## src/rtl/pipeline_hazard_ctrl.sv

```systemverilog
// Hazard controller for the 5-stage MIPS pipeline: load-use, branch redirect and
// HI/LO hazards, plus the MULT/DIV sequencing FSM and a stall performance counter.
module pipeline_hazard_ctrl #(
    parameter int MULT_CYCLES = 4,
    parameter int DIV_CYCLES  = 32,
    parameter int CNT_W       = 16
) (
    input  logic             clk,
    input  logic             rstN,
    input  logic [4:0]       idRs,
    input  logic [4:0]       idRt,
    input  logic             idUsesRs,
    input  logic             idUsesRt,
    input  logic             idReadsLoHi,
    input  logic             idIsMulDiv,
    input  logic             exMemRead,
    input  logic [4:0]       exWriteReg,
    input  logic             exMulDivStart,
    input  logic             exIsDiv,
    input  logic             exBranchTaken,
    output logic             stallIF,
    output logic             stallID,
    output logic             flushID,
    output logic             flushEX,
    output logic             mdBusy,
    output logic             mdDone,
    output logic [CNT_W-1:0] stallCount
);

    typedef enum logic [1:0] {
        IDLE,
        BUSY,
        DONE
    } mdState_t;

    localparam logic [7:0] MULT_LOAD = 8'(MULT_CYCLES - 1);
    localparam logic [7:0] DIV_LOAD  = 8'(DIV_CYCLES - 1);

    mdState_t   state;
    mdState_t   nextState;
    logic [7:0] cnt;
    logic [7:0] nextCnt;
    logic       loadUse;
    logic       mdHaz;

    assign loadUse = exMemRead && (exWriteReg != 5'd0) &&
                     ((idUsesRs && (idRs == exWriteReg)) ||
                      (idUsesRt && (idRt == exWriteReg)));

    // A start arriving in EX also blocks HI/LO users, since the unit is about to go busy.
    assign mdHaz = (idReadsLoHi || idIsMulDiv) &&
                   ((state == BUSY) || exMulDivStart);

    always_comb begin
        stallIF = 1'b0;
        stallID = 1'b0;
        flushID = 1'b0;
        flushEX = 1'b0;
        if (rstN) begin
            if (exBranchTaken) begin
                flushID = 1'b1;
                flushEX = 1'b1;
            end else if (loadUse || mdHaz) begin
                stallIF = 1'b1;
                stallID = 1'b1;
                flushEX = 1'b1;
            end
        end
    end

    assign mdBusy = rstN && (state == BUSY);
    assign mdDone = rstN && (state == DONE);

    always_comb begin
        nextState = state;
        nextCnt   = cnt;
        case (state)
            IDLE, DONE: begin
                if (exMulDivStart) begin
                    nextState = BUSY;
                    nextCnt   = exIsDiv ? DIV_LOAD : MULT_LOAD;
                end else begin
                    nextState = IDLE;
                end
            end
            BUSY: begin
                if (cnt == 8'd0) begin
                    nextState = DONE;
                end else begin
                    nextCnt = cnt - 8'd1;
                end
            end
            default: begin
                nextState = IDLE;
                nextCnt   = 8'd0;
            end
        endcase
    end

    // State advances on the falling edge, together with the pipeline stage registers.
    always_ff @(negedge clk or negedge rstN) begin
        if (!rstN) begin
            state      <= IDLE;
            cnt        <= 8'd0;
            stallCount <= '0;
        end else begin
            state <= nextState;
            cnt   <= nextCnt;
            if (stallIF && (stallCount != {CNT_W{1'b1}})) begin
                stallCount <= stallCount + CNT_W'(1);
            end
        end
    end

endmodule
```

## config.mk

```make
export PLATFORM = sky130hd
export DESIGN_NAME = pipeline_hazard_ctrl
export DESIGN_NICKNAME = d
export VERILOG_FILES = /design/src/rtl/pipeline_hazard_ctrl.sv
export SDC_FILE = /design/constraint.sdc
export NUM_CORES = 1
export LEC_CHECK = 0
export CORE_ASPECT_RATIO = 1.1
export CORE_MARGIN = 2
export CORE_UTILIZATION = 50
export DETAILED_ROUTE_END_ITERATION = 16
export PLACE_DENSITY = 0.85
export REMOVE_ABC_BUFFERS = 1
export SLEW_MARGIN = 15
export SYNTH_ARGS = -nofsm -noshare
export SYNTH_HDL_FRONTEND = slang
export SYNTH_SLANG_ARGS = --single-unit
```

## constraint.sdc

```tcl
create_clock -name clk -period 5.9 [get_ports clk]
set_input_delay 1.18 -clock clk [delete_from_list [all_inputs] [get_ports clk]]
set_output_delay 1.18 -clock clk [all_outputs]
set_load 0.01 [all_outputs]
```

### Word level (Yosys, flattened, before mapping)

Cells that the tools add are included.

| word-level totals | value |
|---|---|
| register bits | 26 |
| output and inout bits | 22 |
| logic and storage cells | 44 |
| bits of input ports | 25 |

| operators by class | value |
|---|---|
| reductions and logical operators | 17 |
| muxes and demuxes | 14 |
| equal/unequal tests | 8 |
| add/subtract/negate cells | 2 |

Operators with widths:

| kind | number |
|---|---|
| 16-bit by 1-bit adder with 16-bit output (second input constant) | 1 |
| 8-bit 2-to-1 mux | 2 |
| 16-bit inequality test (second input constant) | 1 |
| 8-bit one-hot mux with 2 select lines | 1 |
| 5-bit == test | 2 |
| 1-bit logical AND | 8 |
| 8-bit logical NOT | 1 |
| 1-bit 2-to-1 mux | 8 |
| 8-bit by 1-bit subtractor with 8-bit output (second input constant) | 1 |
| 5-bit 2-to-1 mux | 1 |
| 5-bit nonzero test | 1 |
| 1-bit logical OR | 4 |
| 2-bit inequality test (second input constant) | 2 |
| 2-bit one-hot mux with 2 select lines | 1 |
| 2-bit by 1-bit == test with 1-bit output (second input constant) | 1 |
| 2-bit == test (second input constant) | 1 |
| 2-bit logical NOT | 1 |
| 2-bit 2-to-1 mux | 1 |
| 2-bit by 1-bit inequality test with 1-bit output (second input constant) | 1 |
| 2-bit AND reduction | 1 |
| 2-bit OR reduction | 1 |

### Longest topological paths before layout

| depth | value |
|---|---|
| depth in word-level cells | 9 |
| mapped depth | 7 |
| mapped depth without buffers | 7 |

==> flow_metrics.py <==
metrics = {
    "timing": {
        "slew_violations": 0,
        "hold_viol": 0,
        "finalClockSkew_ns": 0.00368,
        "slew_headroom_pct": 47.1,
        "setup_viol": 0,
        "worst_slew_pin_slew_ns": 0.774,
    },
    "synthesis": {
        "synthCells": 161,
        "synth_seq_cells": 26,
        "synth.top_cell.area_share_pct": 42.8,
        "synth_area_leader_cell": "dfrtn_1",
        "synth_top_cells_by_area": "dfrtn_1 43%, xnor2_1 9.8%, xor2_1 5.2%",
        "ys_types": 38,
        "syn_area_per_cell_sq_um": 9.45,
        "syn_area_sq_um": 1520,
        "yosysSeqAreaShare_pct": 42.8,
        "ys_warn_count": 0,
    },
    "floorplan": {
        "die_h_um": 61.9,
        "rows": 21,
        "io_pins": 47,
        "dieArea_sq_um": 3500,
        "initial_core_util_pct": 51.2,
        "die_w_um": 56.6,
        "design.core.area_sq_um": 2970,
    },
    "clock_tree": {
        "cts_tree": "built",
        "cts_made_buffers": 3,
        "cts_root_buf": "clkbuf_4",
        "worstSkewPairLatency_ns": 0.31,
        "cts.clk_slew.worst_paths_ns": 0.10,
        "cts_buffer_depth": 2,
        "hold_buffers": 0,
        "clock_sinks": 26,
        "cts.htree.levels": 1,
    },
    "layout": {
        "postLayoutCoreUtil_pct": 75.3,
        "layout.nets": 253,
        "area.growth.synth_to_final_pct": 47.0,
        "layout_common_cells": "29 x clkdlybuf4s50_1, 26 x dfrtn_1, 20 x nor2_1",
        "final_area_sq_um": 2240,
        "final_common_cell": "clkdlybuf4s50_1",
        "layout-drive-gt1-share_pct": 15.2,
        "diodes": 0,
    },
    "critical_path": {
        "worstSetupStartpointType": "input port",
        "end_kind": "flop",
        "crit_required_ns": 3.12,
        "path_class": "in -> reg",
        "critPathMaxFanout": 9,
        "cp_data_arrival_time_ns": 3.09,
    },
    "grt": {
        "first_global_vias": 1533,
        "met3_usage_pct": 4.35,
        "grt_max_degree": 29,
        "use_met2_pct": 46.0,
        "antenna_found_initial": 0,
        "use_met1_pct": 26.9,
        "grt_pass1_wl_um": 6670,
        "grt_overflow": 0,
        "grt.busiest_layer": "met2",
        "grt.total_usage_pct": 24.0,
    },
    "placement": {
        "gp_congestion": 0.886,
        "place.port_buffers": 46,
        "dpl.hpwl_um": 3050,
        "dpl-instance-area_sq_um": 2110,
    },
    "worst_hold_path": {
        "worstHoldPathType": "reg -> reg",
    },
    "routing": {
        "drtIter0Drc": 56,
        "drt_pass1_iterations": 4,
        "wl_um": 4230,
        "postRouteAntennaNets": 0,
        "vias": 1449,
        "via_per_inst": 5.62,
        "drcViolationCount": 0,
        "routedWlPerCell_um": 16.4,
    },
    "outcome": {
        "outcome": "finished clean",
    },
    "pwr": {
        "pwr_density_cell_nw_per_um2": 305,
        "p_leak_nw": 1.06,
        "peakVddDrop_mv": 0.238,
    },
    "run": {
        "maxCapViolCount": 0,
    },
}
## timing repair
item | 4_1_cts | 5_1_grt
gates resized for setup | 8 | 23
pin swaps | 5 | 6
endpoints found under the setup margin | 13 | 13
buffers inserted | 1 | 2
## per-layer routing
layer	up-vias	routed length [um]
met1	712	1720
met4	0	43
met3	6	150
met2	40	2310
met5	-	0
li1	691	-
## sequential cells by signal, indices dropped and copies added, names as in the netlist
| signal | cells |
|---|---|
| stallCount | 16 |
| state | 2 |
| cnt | 8 |
## worst paths after layout
check	from	endpoint	slack [ns]	cells past startpoint
max reg2reg	stallCount[0]$_DFFE_NN0P_	stallCount[15]$_DFFE_NN0P_	3.61	6
max in group asynchronous	rstN	stallCount[2]$_DFFE_NN0P_	1.50	2
min in group asynchronous	rstN	cnt[0]$_DFFE_NN0P_	4.09	2
min reg2reg	stallCount[14]$_DFFE_NN0P_	stallCount[14]$_DFFE_NN0P_	0.45	1
max	exWriteReg[4]	stallCount[1]$_DFFE_NN0P_	0.03	8
min	stallCount[14]$_DFFE_NN0P_	stallCount[14]$_DFFE_NN0P_	0.45	1
## per-stage QoR
step           std cells  hold WS (ns)  power [mW]  setup TNS (ns)  setup WS [ns]
2_1_floorplan        158         0.454       0.424         -0.0967        -0.0967
3_3_place_gp         251         0.428       0.536           -4.25         -0.335
3_5_place_dp         251         0.441       0.554           -5.43         -0.424
4_1_cts              256         0.453       0.677               0        0.00636
5_1_grt              258         0.462       0.728          -0.101        -0.0484
6_report             258         0.455       0.683               0         0.0321
## power by group
part | switching (mW) | leakage (nW) | internal, mW
clock network | 0.0543 | 0.0279 | 0.0686
registers | 0.0492 | 0.339 | 0.227
logic | 0.140 | 0.695 | 0.144
total | 0.243 | 1.06 | 0.440
## area by class of cell
cell class,instances,area [sq um]
clock buffers,3,22.5
repair buffers,62,591
inverters,5,18.8
flip-flops and latches,26,651
well taps,34,42.5
multi-input cells,127,881
fillers,212,733
clock inverters,1,30.0
## worst max-delay path: stages
cell           delay, ns
dlygate4sd2_1       0.29
xor2_1              0.19
nor4_2              0.29
a32oi_2             0.19
buf_4               0.17
o31ai_2             0.24
buf_4               0.20
mux2_2              0.33
## Yosys cell counts
cell,number
nand4_1,8
buf_4,1
and2_1,1
ha_1,3
clkbuf_1,2
o21ai_0,9
nor4_1,3
mux2_1,1
o22a_1,1
or3_1,2
nor3b_1,2
nor4_2,1
a21o_1,2
or4_1,1
xor2_1,9
o211ai_1,1
nor3_1,1
o21ai_1,1
and2_0,1
o31a_1,1
mux2_2,1
a21oi_1,5
nor4b_1,1
o41ai_4,1
nand2b_1,4
nor2_1,20
nor2b_1,2
o22ai_1,1
and3_1,5
dfrtn_1,26
a2111oi_0,1
xnor2_1,17
nand2_1,12
a32oi_1,1
or4_2,1
o31ai_2,1
nand3_1,6
inv_1,5
## cells by family (layout without fill, tap and decap cells)
logic type	after synthesis	in the layout	share of synthesized area, %
simple gates	71	71	24.3
xor+xnor	26	26	15.0
flops	26	26	42.8
compound gates	25	25	11.8
buf+inv	8	71	2.22
fa+ha+maj	3	3	2.47
mux	2	2	1.48
Note: power is estimated with default switching activity, not from simulation.
